==> src/rtl/pkt_verdict_ctrl.sv <==
// pkt_verdict_ctrl
//
// Frames packets from the input FIFO into the drop-capable packet buffer,
// holds each completed packet until the CPU gives a forward/drop verdict
// through a toggle handshake on cmd_word, and exports per-packet status.
//
// Optional build macro: PKT_VERDICT_TIMEOUT_EN
//   When defined, a HOLD timer applies the default verdict cmd_word[2] after
//   TIMEOUT_CYCLES cycles in HOLD and raises to_flag. Otherwise HOLD waits
//   for the CPU indefinitely and to_flag is tied low.
//
// Ports:
//   clk, reset        clock, synchronous active-high reset
//   in_data/in_ctrl   upstream word and ctrl (ctrl != 0: module header or last)
//   in_wr / in_rdy    upstream handshake, word accepted when both high
//   buf_nearly_full   buffer backpressure
//   buf_data/buf_ctrl registered copy of the accepted word
//   buf_wr            buffer write strobe, qualified by buf_first/buf_last
//   buf_commit        one-cycle pulse, release held packet
//   buf_drop          one-cycle pulse, discard held packet
//   cmd_word          [0] verdict toggle, [1] 1=forward, [2] timeout default
//   status            {drop_cnt, fwd_cnt, held_len, 0, to_flag, runt,
//                      oversize, 0, state}
//
// state | meaning
// IDLE  | waiting for a module-header word to start a packet
// HDR   | counting header words after the module-header word
// BODY  | passing payload until the last word
// HOLD  | packet complete in buffer, waiting for verdict

module pkt_verdict_ctrl #(
    parameter int DATA_WIDTH     = 64,
    parameter int CTRL_WIDTH     = DATA_WIDTH / 8,
    parameter int HDR_WORDS      = 3,
    parameter int TIMEOUT_CYCLES = 1000000
) (
    input  logic                  clk,
    input  logic                  reset,
    input  logic [DATA_WIDTH-1:0] in_data,
    input  logic [CTRL_WIDTH-1:0] in_ctrl,
    input  logic                  in_wr,
    output logic                  in_rdy,
    input  logic                  buf_nearly_full,
    output logic [DATA_WIDTH-1:0] buf_data,
    output logic [CTRL_WIDTH-1:0] buf_ctrl,
    output logic                  buf_wr,
    output logic                  buf_first,
    output logic                  buf_last,
    output logic                  buf_commit,
    output logic                  buf_drop,
    input  logic [31:0]           cmd_word,
    output logic [31:0]           status
);

    localparam logic [2:0] ST_IDLE = 3'd0;
    localparam logic [2:0] ST_HDR  = 3'd1;
    localparam logic [2:0] ST_BODY = 3'd2;
    localparam logic [2:0] ST_HOLD = 3'd3;

    localparam logic [7:0] HDR_LAST = 8'(HDR_WORDS - 1);

    logic [2:0] state;
    logic [7:0] hdr_cnt;
    logic [7:0] held_len;
    logic [7:0] held_inc;
    logic [7:0] fwd_cnt;
    logic [7:0] drop_cnt;
    logic       runt;
    logic       oversize;
    logic       to_flag;
    logic       tog_q;
    logic       accept;
    logic       ctrl_nz;
    logic       start_pkt;
    logic       cpu_tog;
    logic       verdict;
    logic       verdict_fwd;
    logic       unused_cmd;

    assign in_rdy    = !reset && (state != ST_HOLD) && !buf_nearly_full;
    assign accept    = in_wr && in_rdy;
    assign ctrl_nz   = |in_ctrl;
    assign start_pkt = accept && ctrl_nz && (state == ST_IDLE);
    assign cpu_tog   = cmd_word[0] != tog_q;
    assign held_inc  = (held_len == 8'hFF) ? 8'hFF : held_len + 8'd1;
    assign unused_cmd = ^cmd_word[31:2];

`ifdef PKT_VERDICT_TIMEOUT_EN
    localparam logic [31:0] TO_LOAD = 32'(TIMEOUT_CYCLES - 1);

    logic [31:0] hold_cnt;
    logic        timeout_hit;

    assign timeout_hit = (state == ST_HOLD) && (hold_cnt == 32'd0);
    assign verdict     = (state == ST_HOLD) && (cpu_tog || timeout_hit);
    // A CPU toggle in the timeout cycle takes priority over the default.
    assign verdict_fwd = cpu_tog ? cmd_word[1] : cmd_word[2];

    // Down-counter reloads every cycle outside HOLD, so it starts fresh
    // on each HOLD entry and hits terminal count in the TIMEOUT_CYCLES-th
    // HOLD cycle.
    always_ff @(posedge clk) begin
        if (reset) begin
            hold_cnt <= 32'd0;
            to_flag  <= 1'b0;
        end else begin
            if (state != ST_HOLD)
                hold_cnt <= TO_LOAD;
            else if (hold_cnt != 32'd0)
                hold_cnt <= hold_cnt - 32'd1;

            if (start_pkt)
                to_flag <= 1'b0;
            else if (timeout_hit && !cpu_tog)
                to_flag <= 1'b1;
        end
    end
`else
    assign verdict     = (state == ST_HOLD) && cpu_tog;
    assign verdict_fwd = cmd_word[1];
    assign to_flag     = 1'b0;
`endif

    always_ff @(posedge clk) begin
        if (reset) begin
            state      <= ST_IDLE;
            hdr_cnt    <= 8'd0;
            held_len   <= 8'd0;
            fwd_cnt    <= 8'd0;
            drop_cnt   <= 8'd0;
            runt       <= 1'b0;
            oversize   <= 1'b0;
            // Absorb the current toggle level so reset never looks like a verdict.
            tog_q      <= cmd_word[0];
            buf_data   <= '0;
            buf_ctrl   <= '0;
            buf_wr     <= 1'b0;
            buf_first  <= 1'b0;
            buf_last   <= 1'b0;
            buf_commit <= 1'b0;
            buf_drop   <= 1'b0;
        end else begin
            tog_q      <= cmd_word[0];
            buf_wr     <= accept;
            buf_first  <= start_pkt;
            buf_last   <= accept && ctrl_nz && (state == ST_HDR || state == ST_BODY);
            buf_commit <= verdict && verdict_fwd;
            buf_drop   <= verdict && !verdict_fwd;
            if (accept) begin
                buf_data <= in_data;
                buf_ctrl <= in_ctrl;
            end

            case (state)
                ST_IDLE: begin
                    // ctrl==0 words here are written without markers and ignored.
                    if (start_pkt) begin
                        state    <= ST_HDR;
                        hdr_cnt  <= 8'd0;
                        held_len <= 8'd1;
                        runt     <= 1'b0;
                        oversize <= 1'b0;
                    end
                end
                ST_HDR: begin
                    if (accept) begin
                        held_len <= held_inc;
                        if (held_inc == 8'hFF)
                            oversize <= 1'b1;
                        if (ctrl_nz) begin
                            runt  <= 1'b1;
                            state <= ST_HOLD;
                        end else begin
                            hdr_cnt <= hdr_cnt + 8'd1;
                            if (hdr_cnt == HDR_LAST)
                                state <= ST_BODY;
                        end
                    end
                end
                ST_BODY: begin
                    if (accept) begin
                        held_len <= held_inc;
                        if (held_inc == 8'hFF)
                            oversize <= 1'b1;
                        if (ctrl_nz)
                            state <= ST_HOLD;
                    end
                end
                ST_HOLD: begin
                    if (verdict) begin
                        state   <= ST_IDLE;
                        hdr_cnt <= 8'd0;
                        if (verdict_fwd)
                            fwd_cnt <= fwd_cnt + 8'd1;
                        else
                            drop_cnt <= drop_cnt + 8'd1;
                    end
                end
                default: state <= ST_IDLE;
            endcase
        end
    end

    assign status = {drop_cnt, fwd_cnt, held_len, 1'b0, to_flag, runt,
                     oversize, 1'b0, state};

endmodule
==> config.mk <==
export PLATFORM = sky130hd
export DESIGN_NAME = pkt_verdict_ctrl
export DESIGN_NICKNAME = d
export VERILOG_FILES = /design/src/rtl/pkt_verdict_ctrl.sv
export SDC_FILE = /design/constraint.sdc
export NUM_CORES = 1
export LEC_CHECK = 0
export BUFFER_PORTS_ARGS = -buffer_cell sky130_fd_sc_hd__buf_2
export CELL_PAD_IN_SITES_DETAIL_PLACEMENT = 0
export CELL_PAD_IN_SITES_GLOBAL_PLACEMENT = 1
export CORE_ASPECT_RATIO = 0.75
export CORE_MARGIN = 2
export CORE_UTILIZATION = 24
export CTS_CLUSTER_DIAMETER = 100
export DETAILED_ROUTE_END_ITERATION = 6
export GPL_ROUTABILITY_DRIVEN = 0
export PLACE_DENSITY_LB_ADDON = 0.1
export SLEW_MARGIN = 30
export SYNTH_ARGS = -nofsm -noshare
export SYNTH_HDL_FRONTEND = slang
export SYNTH_SLANG_ARGS = --single-unit
==> constraint.sdc <==
create_clock -name clk -period 4.04 [get_ports clk]
set_input_delay 0.606 -clock clk [delete_from_list [all_inputs] [get_ports clk]]
set_output_delay 0.606 -clock clk [all_outputs]
set_load 0.05 [all_outputs]
==> run summary <==
## Status
- complete, no violations — run status

## Die
- 169 um — overall die width
- 21600 um^2 — area of the die
- 218 — Ports
- 45 — number of cell rows
- 128 um — chip height
- 20200 um^2 — area of the core region
- 24.3% — effective utilization at floorplan

## Timing
- 0 ps — Total Neg Setup Slack
- 0 — max-slew violation count
- 52.5% — normalized max-slew margin
- 9.18 ps — largest clock skew in the final design
- 65.4% — ratio of final minimum period to clock period
- 713 ps — slew at the pin closest to its max-slew limit
- 2640 ps — post-route minimum period
- 0 — final-report hold violation count
- no — RSZ-0062 raised after global routing
- 0 — Setup Viol. Count Final
- 379 MHz — upper clock frequency limit
- 1400 ps — final worst-path setup slack

## Routing
- 4.27 — vias per cell
- 4 — number of iterations in the first detailed-routing pass
- 0 — count of unresolved DRC violations after routing
- 13600 um — overall routed net length
- 259 — starting DRC count in detailed routing
- 4277 — via count
- 13.6 um — routed length per placed instance
- 0 — final antenna-violating net count

## Logic synthesis
- 0 — number of enable flip-flop cells after synthesis
- 2.30% — adder-cell area share of the yosys netlist
- dfxtp_1 — Primary FF master, synth
- simple AND/OR/NAND/NOR gates — largest family of logic cells by synthesized area
- 560 — synthesized netlist cell count
- 0 — warning count from the yosys run
- 57 — Yosys cell types
- dfxtp_1 — Yosys top cell by area
- 1.28% — proportion of synthesized area in mux cells
- 46.6% — share of synthesized area occupied by flip-flops and latches
- 25.4% — Simple-Gate Fraction of Synth Area
- 4900 um^2 — Syn Std Cell Area
- 3.06% — XOR/XNOR share of the synthesized area
- 0% — share of synthesized registers carrying an async set or reset
- dfxtp_1, nand2b_1, nand2_1 — top area cells in the synthesized netlist
- 16.1% — area fraction in compound gates after synthesis
- 46.6% — proportion of netlist area held by the largest area contributor
- 114 — total of flip-flops plus latches after synthesis
- 8.75 um^2 — post-synthesis average cell area

## Min path
- buf_data[54]$_SDFFE_PP0P_ — hold-critical path endpoint
- 3 — WHS Path Cells
- in2reg — path class of the lowest-slack min-delay path
- in_data[54] — launch point of the worst hold path

## Critical path
- ha_1, nor3_2, nand2_2, inv_4, buf_4, buf_4, o21ai_0 — CP cell instances
- buf_4 — cell at the slowest stage of the critical path
- 83 — CP max FO
- 590 ps — delay of the slowest cell on the worst path
- 3 — number of buffer and inverter stages on the critical path
- 4310 ps — critical path data required time
- flop — launching element type of the critical path
- buf_data[7]$_SDFFE_PP0P_ — Critical R2R Capture
- 2910 ps — arrival time reported for the critical path endpoint
- buffers and inverters — cell family with most CP delay
- buf_4 — cell type with the highest occurrence count on the critical path
- 1400 ps — r2r setup slk
- state[0]$_SDFFE_PP0P_ — startpoint of the lowest-slack register-to-register path
- flop — kind of end point of the critical path
- 7 — number of cells on the worst reg-to-reg path
- reg2reg — critical path class

## Clock network
- 60 ps — Reg clk slew, reported paths
- 0 — cells resized by post-CTS repair
- done — TritonCTS clock tree
- 2 — number of buffers between clock root and the deepest sink
- 0 — hold_buf cts
- 17 — number of buffers created by CTS
- 410 ps — insertion delay of the later-clocked pin in the worst-skew pair
- 0 — number of buffers inserted by post-CTS setup repair
- 114 — number of clock sinks
- 4 — CTS HTree Levels
- clkbuf_16 — clock root buffer

## Power
- 0.000220 V — Peak supply drop
- 34.6% — fraction of power consumed by sequential logic
- 34.8% — proportion of total power due to net switching
- 551 nW/um^2 — areal power density over the cells
- 24.4% — part of the total power dissipated in combinational logic
- 2.36 mW — Cell Int Power
- 2.77 nW — leakage component of the power
- 41.0% — part of the total power dissipated in the clock network
- 1.26 mW — P_sw

## Cells and area
- 6550 um^2 — Layout Cell Area excl Fill
- 32.5% — post-layout util
- 1001 — count of placed standard cells in the final layout, fillers left out
- buf_2, dfxtp_1, nand2_1 — commonest cells after routing, fill and taps aside
- 32.9% — fraction of final layout cells with drive strength greater than 1
- 846 — final-stage net count
- 33.7% — P&R area growth vs syn
- buf_2 — most common library cell in the layout ignoring fill and taps

## Job
- 0 — number of max-capacitance violations reported

## GRT
- 21500 um — wire length of the first global-routing pass
- 0 — number of antenna violations at the first check in global routing
- 12.5% — total global-route track usage
- 0 — Congestion Overflow GR
- 84 — pin count of the biggest net entering global routing
- 4011 — vias in the first global route

## Placement
- 183 — Port-buffer cells
- 5970 um^2 — total cell area at the placement stage
- 1300 ps — pre-CTS WS
- 9460 um — Detail Placement HPWL
- 968 — number of placed instances with taps included

## cells by family after synthesis
logic type / count (synthesis)
mux: 6
simple gates: 242
fa+ha+maj: 9
compound gates: 122
other cells: 1
xor+xnor: 15
buf+inv: 51
flops: 114
## cell usage after synthesis, types with 3 or more instances
| cell | number |
|---|---|
| a21oi_1 | 11 |
| or3_1 | 3 |
| a41oi_1 | 4 |
| buf_4 | 8 |
| nand2b_1 | 77 |
| xnor2_1 | 4 |
| buf_2 | 8 |
| o21ai_1 | 18 |
| nand3_1 | 10 |
| a311oi_2 | 5 |
| nand2_1 | 89 |
| nor2_1 | 29 |
| dfxtp_1 | 114 |
| buf_6 | 3 |
| a211oi_1 | 5 |
| clkbuf_1 | 19 |
| ha_1 | 9 |
| nand4_1 | 8 |
| nor3_1 | 3 |
| o21ai_0 | 63 |
| inv_1 | 9 |
| and3_1 | 6 |
| mux2i_1 | 4 |
| xor2_1 | 10 |
## worst max-delay path by stage
stage	start	to	slack, ps	depth (start not counted)
2_1_floorplan	state[0]$_SDFFE_PP0P_	hdr_cnt[2]$_SDFFE_PP0P_	1190	8
3_3_place_gp	reset	buf_data[53]$_SDFFE_PP0P_	1340	7
3_5_place_dp	reset	buf_data[1]$_SDFFE_PP0P_	1300	7
4_1_cts	state[1]$_SDFFE_PP0P_	buf_data[1]$_SDFFE_PP0P_	1330	7
5_1_grt	state[1]$_SDFFE_PP0P_	buf_data[53]$_SDFFE_PP0P_	1080	7
6_report	state[0]$_SDFFE_PP0P_	buf_data[7]$_SDFFE_PP0P_	1400	7
## metrics by stage
| stage | power [mW] | hold slack [ps] |
|---|---|---|
| after floorplan | 1.95 | 454 |
| after global placement | 2.15 | 451 |
| after detailed placement | 2.16 | 454 |
| after CTS | 3.68 | 365 |
| after global routing | 3.81 | 381 |
| final | 3.61 | 388 |
## cell type report
cell class	instances	area, um^2
Antenna cell	1	2.50
Clock buffer	17	425
Clock inverter	15	158
Fill cell	2180	13600
Inverter	11	43.8
Multi-Input combinational cell	398	2370
Sequential cell	114	2280
Tap cell	258	323
Timing Repair Buffer	187	946
## power groups by stage
stage | Combinational [mW] | Sequential [mW] | Clock [mW]
final | 0.880 | 1.25 | 1.48
after detailed placement | 0.886 | 1.28 | 0
after floorplan | 0.428 | 1.52 | 0
after global placement | 0.880 | 1.27 | 0
after global routing | 0.955 | 1.26 | 1.60
after CTS | 0.888 | 1.25 | 1.54
## state kept, by name, indices dropped and copies added, names as in the netlist, 2 cells and up
| name | flops |
|---|---|
| state | 2 |
| held_len | 8 |
| buf_ctrl | 8 |
| drop_cnt | 8 |
| fwd_cnt | 8 |
| hdr_cnt | 8 |
| buf_data | 64 |
## per-layer routing
layer / vias to the layer above / part of all wire (%) / GRT usage (%)
li1: 2229 / - / -
met1: 1917 / 50 / 17.2
met2: 122 / 43 / 18.2
met3: 9 / 6.9 / 4.69
met4: 0 / 0.85 / 3.92
met5: - / 0 / 0
## worst min-delay path: cells and delay by family
kind,cells,cell delay [ps]
buf+inv,1,70
simple gates,1,30
compound gates,1,50
(Power assumes the default switching activity.)
